--- src/rtl/tone_pkg.sv ---
// Shared types for the keypad-to-tone-generator path.
// Note indices, key count and the octave state encoding live here.
package tone_pkg;

    localparam int NUM_KEYS = 12;

    typedef logic [3:0] note_t;

    typedef enum logic [1:0] {
        OCT_LOW  = 2'd0,
        OCT_MID  = 2'd1,
        OCT_HIGH = 2'd2
    } octave_t;

endpackage

--- src/rtl/octave_sequencer.sv ---
// Octave button edge detect and the LOW -> MID -> HIGH -> LOW cycle.
// octave_shift is the registered state, used directly as a right-shift amount.
module octave_sequencer
    import tone_pkg::*;
(
    input  logic       clk,
    input  logic       rst,
    input  logic       octave_btn,
    output logic [1:0] octave_shift
);

    octave_t state_q, state_d;
    logic    btn_q, btn_d;
    logic    rise;

    always_comb begin
        btn_d   = octave_btn;
        rise    = octave_btn & ~btn_q;
        state_d = state_q;
        case (state_q)
            OCT_LOW:  if (rise) state_d = OCT_MID;
            OCT_MID:  if (rise) state_d = OCT_HIGH;
            OCT_HIGH: if (rise) state_d = OCT_LOW;
            // Encoding 3 is never entered normally; fall back to LOW.
            default:  state_d = OCT_LOW;
        endcase
    end

    always_ff @(posedge clk) begin
        if (rst) begin
            state_q <= OCT_LOW;
            btn_q   <= 1'b0;
        end else begin
            state_q <= state_d;
            btn_q   <= btn_d;
        end
    end

    assign octave_shift = state_q;

endmodule

--- src/rtl/voice_allocator.sv ---
// Scans the 12 keys one per clock and binds held keys to free tone voices.
// Also hosts the octave sequencer that sets the divider bank's shift.
module voice_allocator
    import tone_pkg::*;
#(
    parameter int NUM_VOICES = 4
) (
    input  logic                    clk,
    input  logic                    rst,
    input  logic [NUM_KEYS-1:0]     keys,
    input  logic                    octave_btn,
    output logic [4*NUM_VOICES-1:0] voice_note,
    output logic [NUM_VOICES-1:0]   voice_active,
    output logic [1:0]              octave_shift,
    output logic                    voices_full
);

    localparam int VW = (NUM_VOICES > 1) ? $clog2(NUM_VOICES) : 1;

    logic [3:0]                scan_ptr_q, scan_ptr_d;
    logic [NUM_KEYS-1:0]       held_q, held_d;
    logic [VW-1:0]             owner_q [NUM_KEYS];
    logic [VW-1:0]             owner_d [NUM_KEYS];
    logic [NUM_VOICES-1:0]     voice_active_q, voice_active_d;
    note_t [NUM_VOICES-1:0]    voice_note_q, voice_note_d;
    logic                      voices_full_q, voices_full_d;

    logic [VW:0]               pick;
    logic                      free_found;
    logic [VW-1:0]             free_idx;

    // Returns {found, index} of the lowest-numbered inactive voice.
    function automatic logic [VW:0] pick_free(input logic [NUM_VOICES-1:0] active);
        logic [VW:0] result;
        result = '0;
        for (int v = NUM_VOICES - 1; v >= 0; v--) begin
            if (!active[v]) begin
                result = {1'b1, VW'(v)};
            end
        end
        return result;
    endfunction

    always_comb begin
        scan_ptr_d     = (scan_ptr_q == 4'd11) ? 4'd0 : scan_ptr_q + 4'd1;
        held_d         = held_q;
        owner_d        = owner_q;
        voice_active_d = voice_active_q;
        voice_note_d   = voice_note_q;

        pick       = pick_free(voice_active_q);
        free_found = pick[VW];
        free_idx   = pick[VW-1:0];

        // A press without a free voice leaves held clear so the key is retried next scan.
        if (keys[scan_ptr_q] && !held_q[scan_ptr_q]) begin
            if (free_found) begin
                voice_active_d[free_idx] = 1'b1;
                voice_note_d[free_idx]   = scan_ptr_q;
                held_d[scan_ptr_q]       = 1'b1;
                owner_d[scan_ptr_q]      = free_idx;
            end
        end else if (!keys[scan_ptr_q] && held_q[scan_ptr_q]) begin
            voice_active_d[owner_q[scan_ptr_q]] = 1'b0;
            held_d[scan_ptr_q]                  = 1'b0;
        end

        voices_full_d = &voice_active_d;
    end

    always_ff @(posedge clk) begin
        if (rst) begin
            scan_ptr_q     <= 4'd0;
            held_q         <= '0;
            voice_active_q <= '0;
            voice_note_q   <= '0;
            voices_full_q  <= 1'b0;
            for (int i = 0; i < NUM_KEYS; i++) begin
                owner_q[i] <= '0;
            end
        end else begin
            scan_ptr_q     <= scan_ptr_d;
            held_q         <= held_d;
            voice_active_q <= voice_active_d;
            voice_note_q   <= voice_note_d;
            voices_full_q  <= voices_full_d;
            owner_q        <= owner_d;
        end
    end

    octave_sequencer u_octave (
        .clk          (clk),
        .rst          (rst),
        .octave_btn   (octave_btn),
        .octave_shift (octave_shift)
    );

    assign voice_note   = voice_note_q;
    assign voice_active = voice_active_q;
    assign voices_full  = voices_full_q;

endmodule

--- config.mk ---
export PLATFORM = sky130hd
export DESIGN_NAME = voice_allocator
export DESIGN_NICKNAME = d
export VERILOG_FILES = /design/src/rtl/tone_pkg.sv /design/src/rtl/octave_sequencer.sv /design/src/rtl/voice_allocator.sv
export SDC_FILE = /design/constraint.sdc
export NUM_CORES = 1
export LEC_CHECK = 0
export CAP_MARGIN = 5
export CORE_ASPECT_RATIO = 0.7
export CORE_UTILIZATION = 50
export DETAILED_ROUTE_END_ITERATION = 7
export GPL_TIMING_DRIVEN = 1
export PLACE_DENSITY = 0.72
export SLEW_MARGIN = 20
export SYNTH_ARGS = -nofsm -noshare
export SYNTH_HDL_FRONTEND = slang
export SYNTH_SLANG_ARGS = --single-unit
export TNS_END_PERCENT = 100
--- constraint.sdc ---
create_clock -name clk -period 2.5 [get_ports clk]
set_clock_uncertainty 0.05 [all_clocks]
set_input_delay 0.5 -clock clk [delete_from_list [all_inputs] [get_ports clk]]
set_output_delay 0.5 -clock clk [all_outputs]
set_load 0.1 [all_outputs]
==> impl_metrics.ini <==
[run_status]
run_status = completed

[synthesis]
synth-edff-count = 0
post_synth_inst_count = 289
synth_top_cell_by_area = sky130_fd_sc_hd__dfxtp_1
post_synth_main_area_contributors = sky130_fd_sc_hd__dfxtp_1 41%, sky130_fd_sc_hd__mux2i_1 13%, sky130_fd_sc_hd__mux4_2 7.3%
synth_top_area_share_pct = 41.4
mappedNetlistArea_um2 = 3090
top_flip_flop_cell_by_instance_count_after_synthesis = sky130_fd_sc_hd__dfxtp_1
per_instance_average_area_after_synthesis_um2 = 10.7
synth_warnings = 0
mappedNetlistNets = 308
synth_sequential_area_ratio_pct = 41.4
synth.ff_latch_count = 64
ys_types = 46
ys_async_sr_fraction_pct = 0

[global_routing]
pin_count_of_the_biggest_net_entering_global_routing = 39
grt_pass1_vias = 2161
grt_first_pass_wirelength_mm = 11.1
grt_use_total_pct = 23.7
global_route.overflow_total = 0
initial_antenna_violation_count = 0

[clock_tree]
clock_sink_count = 64
cts.path.max_buffers = 2
clkSlewWorstSetupHoldPaths_ns = 0.07
cts_hold_buffers = 0
cts.htree.levels = 3
cts_buffers = 9
cts_tree = built
clock-root-buffer = sky130_fd_sc_hd__clkbuf_8
insertion_delay_ns = 0.35

[finish]
stdcell_area_um2 = 3860
layout.cells.non_filler = 421
layout.cells.most_common_list = 63 x sky130_fd_sc_hd__dfxtp_1, 45 x sky130_fd_sc_hd__buf_4, 41 x sky130_fd_sc_hd__mux2i_1
num-fill-cells = 448
layout-drive-gt1-share_pct = 28.3
num_antenna_cells = 0
syn_to_final_growth_pct = 24.8
layout.core_utilization_pct = 66.1
layout_commonest_cell = sky130_fd_sc_hd__dfxtp_1
design.final.nets = 360

[worst_setup_path]
critPathLaunch = keys[10]
reg2reg_from = scan_ptr_q[1]
ff2ff_setup_slack_ns = 0.07
critPathArrivalTime_ns = 2.65
critical_path_sink_type = register
peak_fanout_along_the_critical_path = 5
crit_path_required_time_ns = 2.69
setup.worst_path.end = voices_full
crit_type = primary input to register
worst_r2r_path_depth = 7
worst_setup_path_start_kind = primary input
r2r-end = voices_full

[drt]
detailedRoute.firstPassIterationCount = 5
route.vias.total = 2360
drc_errors = 0
wire_per_inst_um = 16.8
detailedRoute.firstIterationViolations = 180
drt-total-wl_mm = 7.07
detail_route.vias_per_cell = 5.61
antenna_left = 0

[timing]
fmax_mhz = 406
layout_min_cycle_time_ns = 2.46
timing.final.hold_violations = 0
grt_setup_unrepaired = false
finalSetupViolCount = 0
worst-slew-pin-transition_ns = 0.507
fin_hold_ws_ns = 0.407
slew_headroom_pct = 66.1
total_count_of_max_transition_violations_in_the_final_report = 0
final_period_util_pct = 98.4

[floorplanning]
die_area_um2 = 6510
num_ports = 38
core_region_area_um2 = 5840
horizontal_die_dimension_um = 96.0
die_ht_um = 67.8
number_of_placement_rows = 23
initial_cell_density_of_the_core_pct = 52.9

[placement]
gp_routability_congestion = 0.837
hpwl_mm = 5.03
placed_area_um2 = 3570
count_of_port_buffers_added_during_placement = 37
placed_cells = 403

[pwr]
pwr_density_cell_nw_per_um2 = 704
irDropWorstVdd_mv = 0.449
pleak_nw = 1.59

[run]
maxCapViolations = 0

[hold_path]
min-delay-path-class = register to register
## synthesized netlist by cell type (3+ instances only)
master,number
sky130_fd_sc_hd__nand2b_1,27
sky130_fd_sc_hd__nor3_2,3
sky130_fd_sc_hd__nor2_1,25
sky130_fd_sc_hd__dfxtp_1,64
sky130_fd_sc_hd__buf_2,3
sky130_fd_sc_hd__nand2_1,9
sky130_fd_sc_hd__nand3_2,10
sky130_fd_sc_hd__a221oi_1,10
sky130_fd_sc_hd__mux4_2,10
sky130_fd_sc_hd__nand3b_1,3
sky130_fd_sc_hd__nor2b_1,6
sky130_fd_sc_hd__ha_1,4
sky130_fd_sc_hd__mux2i_1,41
sky130_fd_sc_hd__clkbuf_1,13
sky130_fd_sc_hd__inv_1,17
sky130_fd_sc_hd__a21oi_1,5
## through the flow
step / setup slack (ns) / TNS [ns] / total power [mW]
finish: 0.0398 / 0 / 2.72
global route: 0.00317 / 0 / 2.82
CTS: 0.0133 / 0 / 2.72
detailed placement: -0.342 / -8.64 / 1.68
global placement: -0.295 / -7.20 / 1.68
floorplan: 0.100 / 0 / 1.54
## worst min path at each step
stage / cells past startpoint / slack, ns / end / start
2_1_floorplan: 2 / 0.38 / register / register
3_3_place_gp: 2 / 0.39 / register / register
3_5_place_dp: 1 / 0.40 / u_octave.octave_shift[0] / u_octave.octave_shift[1]
4_1_cts: 2 / 0.38 / voice_active[3] / rst
5_1_grt: 2 / 0.39 / voice_active[2] / rst
6_report: 1 / 0.41 / u_octave.octave_shift[0] / u_octave.octave_shift[1]
## logic make-up (layout without fill, tap and decap cells)
family,Yosys count,after routing,synth area share [%]
compound gates,31,31,8.45
xor+xnor,2,2,0.566
fa+ha+maj,4,4,1.62
buf+inv,37,94,5.10
flops,64,64,41.4
mux,55,55,23.5
simple gates,96,96,19.4
## cell type report
class	instances	area, um^2	share of cell area [%]
flip-flops and latches	64	1280	33.3
well taps	75	93.8	2.43
multi-input cells	188	1680	43.6
inverters	17	63.8	1.65
clock inverters	6	92.6	2.40
repair buffers	61	504	13.1
clock buffers	10	138	3.57
## what timing repair did
action | CTS | global route
endpoints found under the setup margin | 17 | 16
hold endpoints to repair | 0 | 0
setup buffers | 1 | 1
pin swaps | 0 | 2
resized for setup | 3 | 6
## per-layer routing
layer	GRT usage [%]	vias up	share of wire, %
li1	-	1123	-
met1	33.4	1146	49
met2	33.6	86	43
met3	9.35	5	7.4
met4	6.16	0	0.86
met5	0	-	0
## worst max-delay path, stage by stage
cell,delay [ns]
sky130_fd_sc_hd__clkdlybuf4s50_1,0.41
sky130_fd_sc_hd__mux4_2,0.48
sky130_fd_sc_hd__mux2_4,0.30
sky130_fd_sc_hd__a21o_1,0.20
sky130_fd_sc_hd__nand2b_2,0.27
sky130_fd_sc_hd__o31a_1,0.31
sky130_fd_sc_hd__and4b_1,0.18
## power by group
group | leakage [nW] | switching [mW] | internal, mW
registers | 0.519 | 0.0457 | 1.06
logic | 0.965 | 0.373 | 0.230
clock network | 0.109 | 0.419 | 0.591
total | 1.59 | 0.838 | 1.88
(Power assumes the default switching activity.)
